$ cat config.mk
export PLATFORM = sky130hd
export DESIGN_NAME = an_sec_decode_ctrl_flat
export DESIGN_NICKNAME = d
export VERILOG_FILES = /design/src/rtl/an_sec_pkg.sv /design/src/rtl/an_sec_decode_ctrl_if.sv /design/src/rtl/an_mod_serial.sv /design/src/rtl/an_sec_decode_ctrl.sv /design/src/flat_wrapper.sv
export SDC_FILE = /design/constraint.sdc
export NUM_CORES = 1
export LEC_CHECK = 0
export ABC_AREA = 1
export ABC_CLOCK_PERIOD_IN_PS = 8200
export BUFFER_PORTS_ARGS = -buffer_cell sky130_fd_sc_hd__buf_2
export CAP_MARGIN = 20
export CORE_ASPECT_RATIO = 1.5
export CORE_MARGIN = 2
export CORE_UTILIZATION = 45
export CTS_CLUSTER_SIZE = 8
export DETAILED_ROUTE_END_ITERATION = 8
export PLACE_DENSITY = 0.62
export SLEW_MARGIN = 20
export SYNTH_ARGS = -nofsm -noshare
export SYNTH_HDL_FRONTEND = slang
export SYNTH_HIERARCHICAL = 1
export SYNTH_SLANG_ARGS = --single-unit
$ cat constraint.sdc
create_clock -name clk -period 8.2 [get_ports clk]
set_input_delay 2.05 -clock clk [delete_from_list [all_inputs] [get_ports clk]]
set_output_delay 2.05 -clock clk [all_outputs]
set_load 0.01 [all_outputs]
$ cat src/rtl/an_sec_pkg.sv
// Shared constants, types and modular helper for the AN(13837) SEC decoder.
package an_sec_pkg;

    localparam int CW_W    = 38;
    localparam int R_W     = 14;
    localparam int A_CONST = 13837;
    localparam int NLOC    = 38;

    localparam logic [R_W-1:0] A_R = R_W'(A_CONST);

    typedef enum logic [2:0] {
        IDLE,
        SYND,
        CHK,
        SEARCH,
        CORR,
        DONE
    } state_t;

    typedef struct packed {
        logic no_err;
        logic corr;
        logic uncorr;
    } status_t;

    // x < A and b <= 1 keep 2x+b below 2A, so one subtract suffices.
    function automatic logic [R_W-1:0] mod_dbl(
        input logic [R_W-1:0] x,
        input logic           b
    );
        logic [R_W:0] t;
        t = {x, b};
        if (t >= (R_W+1)'(A_CONST))
            t = t - (R_W+1)'(A_CONST);
        return t[R_W-1:0];
    endfunction

endpackage

$ cat src/rtl/an_sec_decode_ctrl_if.sv
// Codeword-in / result-out handshake bundle of the AN SEC decoder.
interface an_sec_decode_ctrl_if;
    import an_sec_pkg::*;

    logic            in_valid;
    logic            in_ready;
    logic [CW_W-1:0] in_cw;
    logic            out_valid;
    logic            out_ready;
    logic [CW_W-1:0] out_cw;
    logic [R_W-1:0]  out_syn;
    logic [6:0]      out_loc;
    logic            out_no_err;
    logic            out_corr;
    logic            out_uncorr;

    modport master (
        output in_valid, in_cw, out_ready,
        input  in_ready, out_valid, out_cw, out_syn,
        input  out_loc, out_no_err, out_corr, out_uncorr
    );

    modport slave (
        input  in_valid, in_cw, out_ready,
        output in_ready, out_valid, out_cw, out_syn,
        output out_loc, out_no_err, out_corr, out_uncorr
    );

endinterface

$ cat src/rtl/an_mod_serial.sv
// Bit-serial MSB-first residue accumulator: s <= (2s + din) mod A.
module an_mod_serial
    import an_sec_pkg::*;
(
    input  logic           clk,
    input  logic           rst_n,
    input  logic           clr,
    input  logic           step,
    input  logic           din,
    output logic [R_W-1:0] s
);

    always_ff @(posedge clk or negedge rst_n) begin
        if (!rst_n)
            s <= '0;
        else if (clr)
            s <= '0;
        else if (step)
            s <= mod_dbl(s, din);
    end

endmodule

$ cat src/rtl/an_sec_decode_ctrl.sv
// Sequential single-error-correcting AN code decoder: syndrome, search, fix.
module an_sec_decode_ctrl
    import an_sec_pkg::*;
(
    input  logic                 clk,
    input  logic                 rst_n,
    an_sec_decode_ctrl_if.slave  bus,
    output logic                 busy
);

    state_t          state;
    logic [CW_W-1:0] word;
    logic [5:0]      idx;
    logic [5:0]      k;
    logic [R_W-1:0]  p;
    logic            neg;
    status_t         flags;
    logic            in_ready;
    logic            out_valid;
    logic [CW_W-1:0] out_cw;
    logic [R_W-1:0]  out_syn;
    logic [6:0]      out_loc;
    logic [R_W-1:0]  s;
    logic            accept;
    logic [CW_W:0]   delta;
    logic [CW_W:0]   sum;
    logic [6:0]      mag;

    assign accept = (state == IDLE) && bus.in_valid && in_ready;

    an_mod_serial u_syn (
        .clk   (clk),
        .rst_n (rst_n),
        .clr   (accept),
        .step  (state == SYND),
        .din   (word[idx]),
        .s     (s)
    );

    // Extra top bit catches borrow (subtract) or carry (add) out of CW_W.
    always_comb begin
        delta = '0;
        delta = (CW_W+1)'(1) << (k - 6'd1);
        sum   = neg ? ({1'b0, word} + delta) : ({1'b0, word} - delta);
        mag   = {1'b0, k};
    end

    always_ff @(posedge clk or negedge rst_n) begin
        if (!rst_n) begin
            state     <= IDLE;
            word      <= '0;
            idx       <= '0;
            k         <= '0;
            p         <= '0;
            neg       <= 1'b0;
            flags     <= '0;
            in_ready  <= 1'b1;
            out_valid <= 1'b0;
            out_cw    <= '0;
            out_syn   <= '0;
            out_loc   <= '0;
            busy      <= 1'b0;
        end else begin
            unique case (state)
                IDLE: begin
                    if (accept) begin
                        word     <= bus.in_cw;
                        idx      <= 6'(CW_W - 1);
                        flags    <= '0;
                        in_ready <= 1'b0;
                        busy     <= 1'b1;
                        state    <= SYND;
                    end
                end
                SYND: begin
                    if (idx == '0)
                        state <= CHK;
                    else
                        idx <= idx - 6'd1;
                end
                CHK: begin
                    out_syn <= s;
                    if (s == '0) begin
                        flags.no_err <= 1'b1;
                        out_cw       <= word;
                        out_loc      <= '0;
                        out_valid    <= 1'b1;
                        state        <= DONE;
                    end else begin
                        k     <= 6'd1;
                        p     <= R_W'(1);
                        state <= SEARCH;
                    end
                end
                SEARCH: begin
                    if (s == p) begin
                        neg   <= 1'b0;
                        state <= CORR;
                    end else if (s == A_R - p) begin
                        neg   <= 1'b1;
                        state <= CORR;
                    end else if (k == 6'(NLOC)) begin
                        flags.uncorr <= 1'b1;
                        out_cw       <= word;
                        out_loc      <= '0;
                        out_valid    <= 1'b1;
                        state        <= DONE;
                    end else begin
                        k <= k + 6'd1;
                        p <= mod_dbl(p, 1'b0);
                    end
                end
                CORR: begin
                    if (sum[CW_W]) begin
                        flags.uncorr <= 1'b1;
                        out_cw       <= word;
                        out_loc      <= '0;
                    end else begin
                        flags.corr <= 1'b1;
                        out_cw     <= sum[CW_W-1:0];
                        out_loc    <= neg ? (7'd0 - mag) : mag;
                    end
                    out_valid <= 1'b1;
                    state     <= DONE;
                end
                DONE: begin
                    if (bus.out_ready) begin
                        out_valid <= 1'b0;
                        in_ready  <= 1'b1;
                        busy      <= 1'b0;
                        state     <= IDLE;
                    end
                end
                default: state <= IDLE;
            endcase
        end
    end

    assign bus.in_ready   = in_ready;
    assign bus.out_valid  = out_valid;
    assign bus.out_cw     = out_cw;
    assign bus.out_syn    = out_syn;
    assign bus.out_loc    = out_loc;
    assign bus.out_no_err = flags.no_err;
    assign bus.out_corr   = flags.corr;
    assign bus.out_uncorr = flags.uncorr;

endmodule

$ cat src/flat_wrapper.sv
// flat-port wrapper written by rule: the top's interface ports become plain ports
module an_sec_decode_ctrl_flat import an_sec_pkg::*;
  (clk, rst_n, busy, bus_in_valid, bus_in_cw, bus_out_ready, bus_in_ready, bus_out_valid, bus_out_cw, bus_out_syn, bus_out_loc, bus_out_no_err, bus_out_corr, bus_out_uncorr);
  an_sec_decode_ctrl_if bus_i ();
  input  logic clk;
  input  logic rst_n;
  output logic busy;
  input wire logic [$bits(bus_i.in_valid)-1:0] bus_in_valid;
  input wire logic [$bits(bus_i.in_cw)-1:0] bus_in_cw;
  input wire logic [$bits(bus_i.out_ready)-1:0] bus_out_ready;
  output wire logic [$bits(bus_i.in_ready)-1:0] bus_in_ready;
  output wire logic [$bits(bus_i.out_valid)-1:0] bus_out_valid;
  output wire logic [$bits(bus_i.out_cw)-1:0] bus_out_cw;
  output wire logic [$bits(bus_i.out_syn)-1:0] bus_out_syn;
  output wire logic [$bits(bus_i.out_loc)-1:0] bus_out_loc;
  output wire logic [$bits(bus_i.out_no_err)-1:0] bus_out_no_err;
  output wire logic [$bits(bus_i.out_corr)-1:0] bus_out_corr;
  output wire logic [$bits(bus_i.out_uncorr)-1:0] bus_out_uncorr;
  assign bus_i.in_valid = bus_in_valid;
  assign bus_i.in_cw = bus_in_cw;
  assign bus_i.out_ready = bus_out_ready;
  assign bus_in_ready = bus_i.in_ready;
  assign bus_out_valid = bus_i.out_valid;
  assign bus_out_cw = bus_i.out_cw;
  assign bus_out_syn = bus_i.out_syn;
  assign bus_out_loc = bus_i.out_loc;
  assign bus_out_no_err = bus_i.out_no_err;
  assign bus_out_corr = bus_i.out_corr;
  assign bus_out_uncorr = bus_i.out_uncorr;
  an_sec_decode_ctrl u_core (.clk(clk), .rst_n(rst_n), .bus(bus_i), .busy(busy));
endmodule
==> results.md, run 1 <==
* CTS Sinks at 147
* Ys flop type: dfrtp_1
* Crit path kind: reg2reg
* DRC at 0
* Post-synth EDFFs at 0
* DR vias/cell at 5.45
* Pre-antenna DRT Iters at 5
* CP Capture Type: flip-flop
* Clock skew at 12.2 ps
* R2r endpoint: u_core/bus.out_cw[3]
* Critical Path AT at 6500 ps
* FF+latch count, synth at 147
* Setup Total Neg Slack at 0 ps
* Sequential area share after synthesis at 30.4%
* Pre-CTS setup slack at 2230 ps
* I/O pin total at 107
* Drt wl/cell at 18.4 um
* GRT Overall Usage at 29.8%
* Worst R2R Start: u_core/k[1]
* Worst setup path end: u_core/bus.out_cw[3]
* Most common cell in the netlist: nand2_1
* Final Hold Viols at 0
* Slew @ Worst Pin at 971 ps
* Area leader, netlist: dfrtp_1
* P&R area growth vs syn at 10.5%
* Critical Path Most Common Cell: nand2_1
* Worst R2R Setup Slack at 2090 ps
* Initial antenna violation count at 2
* Clock Tree Buf Depth at 2
* # hold bufs at CTS at 0
* Cts repair resizes at 0
* Fmax at 0.164 GHz
* CP required at 8590 ps
* Total congestion overflow at 0
* Initial core utilization at 45.7%
* Leading post-synthesis cells by cell area: dfrtp_1, nand2_1, nand3_1
* Final #Nets at 1974
* CTS tree: yes
* Max stage delay on crit path at 540 ps
* Reg clk slew, reported paths at 70 ps
* RSZ-0062 raised after global routing: false
* Worst slew margin at 34.5%
* Fillers at 2759
* Clock latency on the worst-skew pair at 450 ps
* Synth top cells by count: nand2_1, inv_1, nand3_1, nor2_1, dfrtp_1
* Post-Layout Inst Area at 13400 um^2
* Count of final setup violators at 0
* H-Tree Depth at 4
* Hpwl dp at 31.6 mm
* Share of the synthesized area in the top cell type at 30.2%
* Die area at 28300 um^2
* DRT Wirelength at 41.0 mm
* Hold crit path type: reg2reg
* Number of buffers inserted during clock tree synthesis at 17
* Post-synthesis instance area at 12100 um^2
* Largest net degree at the start of global routing at 83
* Antenna-violating nets left at 0
* WHS at 467 ps
* Worst-path fanout max at 42
* Layout cells sized above 1 at 12.0%
* PortBufs at 106
* Yosys cell types at 52
* Avg Inst Size Synth at 6.72 um^2
* Yosys warns at 6
* Outcome: finished, final reports clean
* Tcrit/Tclk final at 74.5%
* Post-CTS setup buffers at 0
* FFs w/ async S/R, synth at 100%
* Vias at 12.2k
* Die span in x at 138 um
* Critical-path top delay cell: dfrtp_1
* Maxcap violations at 0
* Row count at 73
* First-pass GRT wire length at 63.7 mm
* Syn_nets at 1897
* Worst Setup Slack, final at 2090 ps
* Post-DP Area at 12800 um^2
* Vias in the first global route at 12.0k
* Reg2Reg Depth at 33
* Core footprint at 26500 um^2
* Final GP Congestion at 0.981
* Clock root cell: clkbuf_16
* DRT iter0 DRCs at 578
* Setup crit start: u_core/k[1]
* Die H at 205 um
* Pins Over Slew Limit at 0
* Tmin final at 6110 ps
* Cells after Synth at 1801
* Crit path launch type: flip-flop
==> sequential cells by signal (all words and copies together) (netlist names), 3 cells and up <==
| signal | flops |
|---|---|
| u_core/bus.out_cw | 38 |
| u_core/word | 38 |
| u_core/bus.out_syn | 14 |
| u_core/p | 14 |
| u_core/u_syn/s | 14 |
| u_core/bus.out_loc | 7 |
| u_core/idx | 6 |
| u_core/k | 6 |
| u_core/state | 3 |
==> layout by cell type (no fill, tap or decap), types with 10 or more instances in the layout <==
cell type / count
a21oi_1: 79
a31oi_1: 14
buf_2: 105
buf_4: 11
clkbuf_16: 17
dfrtp_1: 146
ha_1: 53
inv_1: 193
inv_2: 14
nand2_1: 494
nand2_2: 23
nand3_1: 176
nand4_1: 21
nor2_1: 174
nor3_1: 19
o21ai_0: 125
o21ai_1: 10
xnor2_1: 35
xor2_1: 59
==> cells by family after synthesis <==
group | after synthesis | share of synthesized area (%)
XOR/XNOR | 94 | 6.80
buffers and inverters | 271 | 9.56
AND/OR/NAND/NOR | 959 | 34.9
adder cells (fa/ha/maj) | 54 | 5.64
AO/OA/AOI/OAI | 276 | 12.7
flip-flops | 147 | 30.4
==> routing by layer <==
metal | GRT usage, % | part of all wire (%) | up-vias
met5 | 0 | 0 | -
met4 | 18.6 | 6.3 | 0
met3 | 5.17 | 4.0 | 128
met2 | 55.0 | 53 | 328
met1 | 30.6 | 37 | 5695
li1 | - | - | 6006
==> metrics by stage <==
step	instances	util [%]
finish	2230	50.5
floorplan	1801	-
global route	2230	50.5
CTS	2228	50.4
global placement	2196	48.3
detailed placement	2196	48.3
==> critical path, delay by kind of cell, from the launching register on <==
| kind | cells | cell delay, ps |
|---|---|---|
| AND/OR/NAND/NOR | 17 | 2590 |
| AO/OA/AOI/OAI | 7 | 1360 |
| buffers and inverters | 6 | 670 |
| adder cells (fa/ha/maj) | 2 | 670 |
| flip-flops | 1 | 540 |
| XOR/XNOR | 1 | 180 |
==> final cells by class <==
cell class / count / area (um^2) / area share [%]
inverter: 212 / 797 / 5.96
antenna: 2 / 5.00 / 0.0374
tap: 337 / 422 / 3.15
sequential: 147 / 3680 / 27.5
timing repair buffer: 117 / 619 / 4.63
multi-input combinational: 1383 / 7280 / 54.5
clock inverter: 13 / 113 / 0.842
clock buffer: 19 / 453 / 3.39
==> how the worst min path moves through the flow <==
| stage | start | cells past startpoint | endpoint | slack, ps |
|---|---|---|---|---|
| finish | u_core/bus.out_loc[0] | 2 | u_core/bus.out_loc[0] | 470 |
| global route | u_core/bus.out_loc[3] | 2 | u_core/bus.out_loc[3] | 500 |
| CTS | u_core/bus.out_loc[0] | 2 | u_core/bus.out_loc[0] | 470 |
| detailed placement | u_core/bus.out_loc[0] | 2 | u_core/bus.out_loc[0] | 460 |
| global placement | u_core/bus.out_loc[0] | 2 | u_core/bus.out_loc[0] | 450 |
| floorplan | u_core/idx[5] | 2 | u_core/idx[5] | 470 |
Power of run 1 is not shown: default switching activity piles up to over one toggle a cycle in this logic, so the estimate is an artifact.
==> run 2: changes to the inputs <==
Settings changed: ABC_CLOCK_PERIOD_IN_PS 8200 to 6300.
Clock period 8.2 ns to 6.3 ns, I/O delays scaled along.
==> run 2 against run 1 <==
  * Worst setup slack got worse by 1500 ps
  * Routed wire length rose by 1.4%
  * Via count rose by 0.30%
  * Register-to-register slack got worse by 1500 ps
  * Sequential cell count did not move
  * Global-route usage rose by 0.89 points
  * Non-clock buffer count rose by 6
  * Core utilization rose by 0.47 points
  * Die area did not move
  * Worst hold slack improved by 9.2 ps
  * Critical path depth rose by 2
  * Critical path type unchanged
  * Critical endpoint is now u_core/bus.out_cw[16]
==> results.md, run 2 (synthesized netlist as in run 1, its figures left out) <==
* Pre-CTS setup slack at 560 ps
* Setup crit start: u_core/k[1]
* R2r endpoint: u_core/bus.out_cw[16]
* Worst slew margin at 38.6%
* Critical Path AT at 6140 ps
* Commonest non-fill, non-tap cell in the layout: nand2_1
* Drt wl/cell at 18.6 um
* DRT iter0 DRCs at 604
* Initial antenna violation count at 2
* Reg2Reg Depth at 35
* Most frequent cells in the layout: nand2_1, inv_1, nand3_1
* H-Tree Depth at 4
* CP required at 6690 ps
* # hold bufs at CTS at 0
* Clock latency on the worst-skew pair at 460 ps
* Pins Over Slew Limit at 0
* Critical Path Most Common Cell: nand2_1
* Vias in the first global route at 12.3k
* Tcrit/Tclk final at 91.3%
* Crit path launch type: flip-flop
* Worst setup path end: u_core/bus.out_cw[16]
* Layout cells sized above 1 at 12.1%
* First-pass GRT wire length at 65.3 mm
* Slew @ Worst Pin at 920 ps
* Reg clk slew, reported paths at 60 ps
* DRC at 0
* Crit path kind: reg2reg
* Die H at 205 um
* Count of final setup violators at 0
* Clock Tree Buf Depth at 2
* I/O pin total at 107
* GRT Overall Usage at 30.7%
* Clock root cell: clkbuf_16
* Worst R2R Start: u_core/k[1]
* Vias at 12.2k
* Max stage delay on crit path at 470 ps
* WHS at 476 ps
* RSZ-0062 raised after global routing: false
* Worst-path fanout max at 27
* Row count at 73
* Antenna-violating nets left at 0
* Hold crit path type: reg2reg
* Core footprint at 26500 um^2
* Die area at 28300 um^2
* Regs by FF count: u_core/bus.out_cw: 38 flops, u_core/word: 38 flops
* Initial core utilization at 45.7%
* Maxcap violations at 0
* Number of buffers inserted during clock tree synthesis at 17
* Worst Setup Slack, final at 546 ps
* Pre-antenna DRT Iters at 5
* Final #Nets at 1980
* Critical-path top delay cell: dfrtp_2
* Tmin final at 5750 ps
* DR vias/cell at 5.45
* Fmax at 0.174 GHz
* Outcome: finished, final reports clean
* Final GP Congestion at 0.975
* Die span in x at 138 um
* CTS Sinks at 147
* DRT Wirelength at 41.6 mm
* Setup Total Neg Slack at 0 ps
* P&R area growth vs syn at 11.5%
* Final Hold Viols at 0
* PortBufs at 106
* Largest net degree at the start of global routing at 83
* CTS tree: yes
* Clock skew at 9.75 ps
* Hpwl dp at 32.4 mm
* CP Capture Type: flip-flop
* Cts repair resizes at 0
* Worst R2R Setup Slack at 550 ps
* Post-CTS setup buffers at 0
* Total congestion overflow at 0
[run 2: cell count changes in the layout (fill, tap and decap cells not counted), moves of 2 or more]
cell,before,now
buf_4,11,16
bufinv_16,0,4
clkbuf_1,0,2
clkbuf_8,2,0
clkinvlp_4,2,0
inv_6,6,4
[run 2: worst max-delay path: cells and delay by family (launching register included)]
kind / cells / cell delay, ps
fa+ha+maj: 2 / 640
compound gates: 5 / 880
xor+xnor: 1 / 320
simple gates: 19 / 2370
flops: 1 / 470
buf+inv: 8 / 1000
[run 2: how the worst min path moves through the flow]
stage	start	end	slack (ps)	cells past startpoint
after global placement	u_core/bus.out_loc[0]	u_core/bus.out_loc[0]	450	2
after floorplan	u_core/idx[5]	u_core/idx[5]	470	2
after global routing	u_core/bus.out_syn[9]	u_core/bus.out_syn[9]	500	2
final	u_core/bus.out_cw[24]	u_core/bus.out_cw[24]	480	2
after CTS	u_core/bus.out_cw[0]	u_core/bus.out_cw[0]	480	2
after detailed placement	u_core/bus.out_cw[0]	u_core/bus.out_cw[0]	460	2
[run 2: cell type report]
cell class              count  area, um^2
flip-flops and latches    147        3680
repair buffers            123         677
multi-input cells        1383        7280
clock inverters            13         198
diodes                      2        5.00
clock buffers              19         433
well taps                 337         422
fillers                  2805       13000
inverters                 212         800
[run 2: per-stage QoR]
step | util, % | instance area (um^2) | instances
final | 50.9 | 13500 | 2236
after CTS | 50.9 | 13500 | 2234
after floorplan | - | 12100 | 1801
after global placement | 48.5 | 12900 | 2202
after global routing | 50.9 | 13500 | 2236
after detailed placement | 48.5 | 12900 | 2202
[run 2: layer usage]
layer  track usage [%]  share of wire, %  vias to the layer above
met3              5.10               3.9                      107
met2              58.5                54                      338
li1                  -                 -                     6027
met5                 0                 0                        -
met1              30.9                36                     5721
met4              17.0               5.4                        0
Power of run 2 is left out for the same reason.
